### src/rtl/key_scan.sv
// 4x4 matrix keypad scanner: walks a single active-low row, samples the synchronized
// columns on a slow tick, debounces press and release, and strobes one code per press.
module key_scan #(
  parameter int SCAN_DIV  = 11999,
  parameter int DEB_TICKS = 20
) (
  input  logic       CLK,
  input  logic       nRST,
  input  logic [3:0] COL,
  output logic [3:0] ROW,
  output logic [3:0] KEY_Value,
  output logic       Value_en
);
  localparam int DW = $clog2(SCAN_DIV + 1);
  localparam int CW = $clog2(DEB_TICKS + 1);
  localparam logic [DW-1:0] DIV_MAX = DW'(SCAN_DIV);
  localparam logic [CW-1:0] DEB_MAX = CW'(DEB_TICKS);

  typedef enum logic [1:0] {SCAN, DEBOUNCE, HELD} state_t;

  state_t        state;
  logic [DW-1:0] div;
  logic [CW-1:0] deb_cnt;
  logic [CW-1:0] rel_cnt;
  logic [3:0]    col_s1, col_s;
  logic [3:0]    code;
  logic [3:0]    samp;
  logic [1:0]    r_idx, c_idx;
  logic          tick, key_hit;

  assign tick = (div == DIV_MAX);
  assign samp = {r_idx, c_idx};

  // ROW is one-hot low, so the last low bit found is the only one.
  always_comb begin
    r_idx = 2'd0;
    for (int i = 0; i < 4; i++)
      if (!ROW[i]) r_idx = 2'(i);
  end

  // Only a single low column is a key; none or several is treated as no key.
  always_comb begin
    key_hit = 1'b0;
    c_idx   = 2'd0;
    case (col_s)
      4'b1110: begin key_hit = 1'b1; c_idx = 2'd0; end
      4'b1101: begin key_hit = 1'b1; c_idx = 2'd1; end
      4'b1011: begin key_hit = 1'b1; c_idx = 2'd2; end
      4'b0111: begin key_hit = 1'b1; c_idx = 2'd3; end
      default: ;
    endcase
  end

  always_ff @(posedge CLK or negedge nRST) begin
    if (!nRST) begin
      col_s1    <= 4'hF;
      col_s     <= 4'hF;
      div       <= '0;
      state     <= SCAN;
      ROW       <= 4'b1110;
      code      <= 4'h0;
      deb_cnt   <= '0;
      rel_cnt   <= '0;
      KEY_Value <= 4'h0;
      Value_en  <= 1'b0;
    end else begin
      col_s1   <= COL;
      col_s    <= col_s1;
      div      <= tick ? '0 : div + 1'b1;
      Value_en <= 1'b0;
      if (tick) begin
        case (state)
          SCAN: begin
            if (key_hit) begin
              code    <= samp;
              deb_cnt <= CW'(1);
              state   <= DEBOUNCE;
            end else begin
              ROW <= {ROW[2:0], ROW[3]};
            end
          end
          DEBOUNCE: begin
            // The detection tick already counted as the first sample.
            if (key_hit && samp == code) begin
              if (deb_cnt == DEB_MAX - 1'b1) begin
                KEY_Value <= code;
                Value_en  <= 1'b1;
                deb_cnt   <= '0;
                rel_cnt   <= '0;
                state     <= HELD;
              end else begin
                deb_cnt <= deb_cnt + 1'b1;
              end
            end else begin
              deb_cnt <= '0;
              ROW     <= {ROW[2:0], ROW[3]};
              state   <= SCAN;
            end
          end
          HELD: begin
            // ROW stays on the pressed row so the release is seen on that row.
            if (col_s == 4'hF) begin
              if (rel_cnt == DEB_MAX - 1'b1) begin
                rel_cnt <= '0;
                state   <= SCAN;
              end else begin
                rel_cnt <= rel_cnt + 1'b1;
              end
            end else begin
              rel_cnt <= '0;
            end
          end
          default: state <= SCAN;
        endcase
      end
    end
  end
endmodule

### config.mk
export PLATFORM = sky130hd
export DESIGN_NAME = key_scan
export DESIGN_NICKNAME = d
export VERILOG_FILES = /design/src/rtl/key_scan.sv
export SDC_FILE = /design/constraint.sdc
export NUM_CORES = 1
export LEC_CHECK = 0
export BUFFER_PORTS_ARGS = -buffer_cell sky130_fd_sc_hd__buf_2
export CELL_PAD_IN_SITES_DETAIL_PLACEMENT = 0
export CELL_PAD_IN_SITES_GLOBAL_PLACEMENT = 1
export CORE_UTILIZATION = 43
export CTS_CLUSTER_SIZE = 30
export DETAILED_ROUTE_END_ITERATION = 6
export HOLD_SLACK_MARGIN = 0.08
export PLACE_DENSITY_LB_ADDON = 0.1
export SYNTH_ARGS = -nofsm -noshare
export SYNTH_HDL_FRONTEND = slang
export SYNTH_SLANG_ARGS = --single-unit
### constraint.sdc
create_clock -name CLK -period 2.25 [get_ports CLK]
set_input_delay 0.225 -clock CLK [delete_from_list [all_inputs] [get_ports CLK]]
set_output_delay 0.225 -clock CLK [all_outputs]
set_load 0.01 [all_outputs]
# After elaboration in Yosys (flattened, before gate mapping)
# Index checks and enable logic that the tools add are counted.
dict set report op_classes {
  addsub 3
  eq_ne 19
  muxes 28
  n_reduce_logical 11
}
# op n
set ops {}
lappend ops {{$mux W5} 7}
lappend ops {{$pmux W5 S2} 2}
lappend ops {{$eq A4 B4 Y1 const B} 4}
lappend ops {{$add A14 B1 Y14 const B} 1}
lappend ops {{$eq A14 B14 Y1 const B} 1}
lappend ops {{$mux W14} 1}
lappend ops {{$mux W2} 7}
lappend ops {{$ne A2 B2 Y1 const B} 7}
lappend ops {{$pmux W2 S3} 2}
lappend ops {{$reduce_and A4 Y1} 3}
lappend ops {{$add A5 B1 Y5 const B} 2}
lappend ops {{$eq A5 B5 Y1 const B} 2}
lappend ops {{$mux W4} 2}
lappend ops {{$pmux W4 S2} 1}
lappend ops {{$mux W1} 6}
lappend ops {{$reduce_and A3 Y1} 2}
lappend ops {{$reduce_and A5 Y1} 1}
lappend ops {{$eq A4 B3 Y1 const B} 1}
lappend ops {{$eq A4 B4 Y1} 1}
lappend ops {{$reduce_bool A2 Y1} 2}
lappend ops {{$reduce_or A4 Y1} 1}
lappend ops {{$ne A3 B3 Y1 const B} 1}
lappend ops {{$eq A2 B1 Y1 const B} 1}
lappend ops {{$eq A2 B2 Y1 const B} 1}
lappend ops {{other kinds (2)} 2}
dict set report word_totals {
  regBits 47
  input_bits 6
  output_inout_bits 9
  elab_cells 71
}

# Logic depth before layout (Yosys ltp)
dict set report depth {
  word_depth 8
  ltp_mapped 8
  mapped_depth_nobuf 6
}

# Least setup slack after synthesis
# No wires, ideal clock.
dict set report synth_path {
  kind {reg-to-reg}
  startpoint {register col_s[3]}
  endpoint {register KEY_Value[0]}
  setup_ns 0.125
  t_arrival_ns 2.073
  t_required_ns 2.125
  setup_slack_ns 0.052
  stages_incl_launch_ff 7
  path_buffers 1
  period_less_slack_ns 2.198
  path_cell_list {dfstp_2 buf_4 or3b_2 a21oi_2 o32ai_2 nor3_4 mux2_4}
}
dict set report synth_between {
  elab_chain_len 5
  elab_cells_between_ends 10
  cone_classes {eq/ne: 5; mux: 2; reduce/logical: 3}
}
# item line_no
set synth_rtl {}
lappend synth_rtl {{start: declaration} 25} ;# logic [3:0] col_s1, col_s;
lappend synth_rtl {{start signal: assignment} 68} ;# col_s <= col_s1;
lappend synth_rtl {{$eq A4 B3 Y1 or $eq A4 B4 Y1 (tied branches)} 45} ;# case (col_s)
lappend synth_rtl {{$pmux W2 S3 or $reduce_or A4 Y1 (tied branches)} n/a}
lappend synth_rtl {{$eq A4 B4 Y1 or $mux W1 (tied branches)} {84, 45}}
lappend synth_rtl {{$logic_and A1 B1 Y1 (*)} 84} ;# if (key_hit && samp == code) begin
lappend synth_rtl {{$reduce_and A4 Y1 (no source line) (*)} n/a}
lappend synth_rtl {{end signal: assignment} 86} ;# KEY_Value <= code;
lappend synth_rtl {{end: declaration} 11} ;# output logic [3:0] KEY_Value,
# Mark *: on every way between the ends. The rest lies on a longest branch, timed or not.
# A chain may end at the register's enable or synchronous reset.

# Final worst setup path
dict set report layout_path {
  startpoint {register col_s[1]}
  endpoint {register KEY_Value[3]}
}
# Same word-level chain as after synthesis.

==> results.ini <==
[critical_path]
rr_worst_depth = 5
critical_path_class = flip-flop to flip-flop
r2r_end = KEY_Value[3]$_DFFE_PN0P_
cp_max_fo = 5
endpoint_kind = flip-flop
reg2reg_slack_ns = 0.13
crit_required_ns = 2.44
arrival_ns = 2.31
crit_path_start_kind = flip-flop
r2r-start = col_s[1]$_DFF_PN1_

[die]
io_pins = 15
die_w_um = 76.57
row_count = 26
dieHeight_um = 76.57
core-area_sq_um = 5238
initial_utilization_pct = 45.65
die_area_sq_um = 5863

[finish]
fin_nets = 253
multi_input_area_sq_um = 1145
nFillCells = 469
syn_to_final_growth_pct = 14.97
antenna_cells = 0
drive_above_1_share_pct = 26.94
final_cells = 315
regArea_sq_um = 1190

[clock_network]
cts_tree = built
cts_buffers = 5
cts_num_sinks = 47
htreeDepth = 2
clock_latency_ns = 0.30
clockBufferDepth = 2
clkTransAtPathRegs_ns = 0.08
cts_setup_buffers = 0
cts_root_buf = clkbuf_8

[min_path]
hold_start = col_s1[1]$_DFF_PN1_
hp-class = flip-flop to flip-flop
worstHoldEndpoint = col_s[1]$_DFF_PN1_
whs_path_depth = 0

[pwr]
clkPwrFrac_pct = 37.5
power_density_nw_per_um2 = 537.9
p_seq_share_pct = 58.4
swShare_pct = 21.17
irDropWorstVdd_mv = 0.2817
p_total_mw = 1.479
p_sw_mw = 0.3130
p_leak_nw = 1.212
pwr-share-comb_pct = 4.1
internal_power_mw = 1.166

[sta]
drv_slew = 0
tightest_slew_ns = 0.5004
tns_ns = 0
post-route-period-util_pct = 94.03
period_needed_ns = 2.116
rsz0062_at_grt = no
setup_viol = 0
finalWorstSetupSlack_ns = 0.1344
fmax_mhz = 472.7
hold_viol = 0
relSlewSlack_pct = 66.19
skew_ns = 0.003604

[routing]
first_pass_iters = 4
wl_per_cell_um = 14.68
wirelength_um = 4624
num_vias = 1756
met1Wirelength_um = 2305
wl_met3_um = 128
highest_layer = met4
postRouteAntennaNets = 0
drc = 0
via_per_inst = 5.575
dr_wl_met2_um = 2111
initialDrtViolationCount = 100

[placement]
hpwl_um = 3270
place_ws_ns = 0.02786
portBuffers = 14
place_inst = 302
gp_congestion = 0.7566

[global_routing]
grt_usage_pct = 17.80
grt_pass1_vias = 1715
antenna_found_initial = 0
grt_pass1_wl_um = 8280
grt-ovfl-total = 0
grt_max_degree = 48

[yosys]
syn_area_sq_um = 2391
synthesis.nets = 228
ys.flop_type = dfrtp_1
yosysWarnings = 0
yosysSeqAreaShare_pct = 49.76
postSynthCellCount = 219
synth_enable_flop_cells = 0
synth_seq_cells = 47
synthArstFlopShare_pct = 100.0
syn_avg_cell_area_sq_um = 10.92
synthDistinctLibCells = 60

[job]
maxCapViolCount = 0

[outcome]
status = completed

[cell type report]
cell class              count  area share (%)
inverters                   9           1.229
multi-input cells         154           41.65
flip-flops and latches     47           43.29
clock buffers               8           3.641
repair buffers             27           7.010
well taps                  70           3.186
[registers in the layout, summed over array words and instances (netlist names)]
| name | cells |
|---|---|
| div | 14 |
| deb_cnt | 5 |
| rel_cnt | 5 |
| KEY_Value | 4 |
| ROW | 4 |
| code | 4 |
| col_s1 | 4 |
| col_s | 4 |
| state | 2 |
| Value_en | 1 |
[how the worst max path moves through the flow]
stage / startpoint / end / slack (ns) / depth (start not counted)
6_report: col_s[1]$_DFF_PN1_ / KEY_Value[3]$_DFFE_PN0P_ / 0.13 / 5
3_3_place_gp: col_s[3]$_DFF_PN1_ / KEY_Value[0]$_DFFE_PN0P_ / 0.12 / 5
4_1_cts: div[0]$_DFF_PN0_ / deb_cnt[3]$_DFFE_PN0P_ / 0.03 / 6
3_5_place_dp: div[0]$_DFF_PN0_ / deb_cnt[3]$_DFFE_PN0P_ / 0.03 / 6
5_1_grt: div[0]$_DFF_PN0_ / code[1]$_DFFE_PN0P_ / 0.01 / 6
2_1_floorplan: col_s[3]$_DFF_PN1_ / KEY_Value[0]$_DFFE_PN0P_ / 0.05 / 6
[critical path: stages, from the launching register on]
cell and delay (ns):
dfstp_2 0.53, or3b_1 0.36, a211oi_2 0.26, o32ai_2 0.17
nor3_4 0.36, mux2_4 0.33
[power groups by stage]
stage / registers, mW / clock network (mW) / logic (mW)
after CTS: 0.864 / 0.571 / 0.0613
after detailed placement: 0.880 / 0 / 0.0547
after floorplan: 0.875 / 0 / 0.0309
final: 0.864 / 0.554 / 0.0607
after global routing: 0.865 / 0.611 / 0.0676
after global placement: 0.879 / 0 / 0.0534
[cells in the final DEF (no fill, tap or decap), types with 2 or more instances in the layout]
cell type | synthesis | final
nand4b_1 | 2 | 2
nor2b_1 | 2 | 2
nand2_1 | 15 | 15
clkbuf_8 | 0 | 7
a21o_1 | 4 | 4
mux2_4 | 4 | 4
buf_4 | 2 | 7
a31oi_1 | 6 | 6
o31ai_1 | 4 | 4
xnor2_1 | 9 | 9
nand2b_1 | 2 | 2
dfrtp_1 | 36 | 36
nor2_1 | 17 | 17
and3_1 | 4 | 4
a31o_2 | 2 | 2
or3b_2 | 2 | 2
nor3_1 | 2 | 2
nand4_1 | 5 | 5
nor4b_2 | 1 | 2
o211ai_1 | 2 | 2
nor4_1 | 3 | 2
and3b_1 | 2 | 2
mux2_2 | 5 | 5
dfstp_2 | 11 | 11
a21oi_1 | 4 | 4
o21ai_0 | 5 | 5
ha_1 | 3 | 3
xor2_1 | 7 | 7
nand3_1 | 10 | 10
buf_2 | 2 | 14
inv_1 | 9 | 9
nand3b_1 | 3 | 3
dlygate4sd3_1 | 0 | 5
[through the flow]
step,hold WS [ns],utilization (%),area (sq um)
2_1_floorplan,-0.07059,-,2391
3_3_place_gp,0.2229,49.07,2570
3_5_place_dp,0.2301,49.07,2570
4_1_cts,0.3601,51.93,2720
5_1_grt,0.3626,52.48,2749
6_report,0.3589,52.48,2749
[what timing repair did]
| item | CTS | global route |
|---|---|---|
| setup endpoints to repair | 0 | 15 |
| gates resized for setup | 0 | 5 |
| hold buffers | 5 | 0 |
| endpoints found under the hold margin | 40 | 0 |
[cells by family after synthesis]
group	Yosys count	share of synthesized area, %
buf+inv	18	3.558
fa+ha+maj	3	1.570
flops	47	49.76
xor+xnor	16	5.861
mux	10	5.285
compound gates	40	12.46
simple gates	85	21.51
[cells in the mapped netlist (5+ instances only)]
library cell / number / area [sq um]
a31oi_1: 6 / 37.54
dfrtp_1: 36 / 900.9
dfstp_2: 11 / 289.0
inv_1: 9 / 33.78
mux2_2: 5 / 56.30
nand2_1: 15 / 56.30
nand3_1: 10 / 50.05
nand4_1: 5 / 31.28
nor2_1: 17 / 63.81
o21ai_0: 5 / 25.02
xnor2_1: 9 / 78.83
xor2_1: 7 / 61.31
[per-layer routing]
layer  GRT usage (%)  vias to the layer above
li1                -                      848
met5               0                        -
met4           6.346                        0
met2           26.85                       28
met1           25.29                      872
met3           3.593                        8
Note: power is estimated with default switching activity, not from simulation.
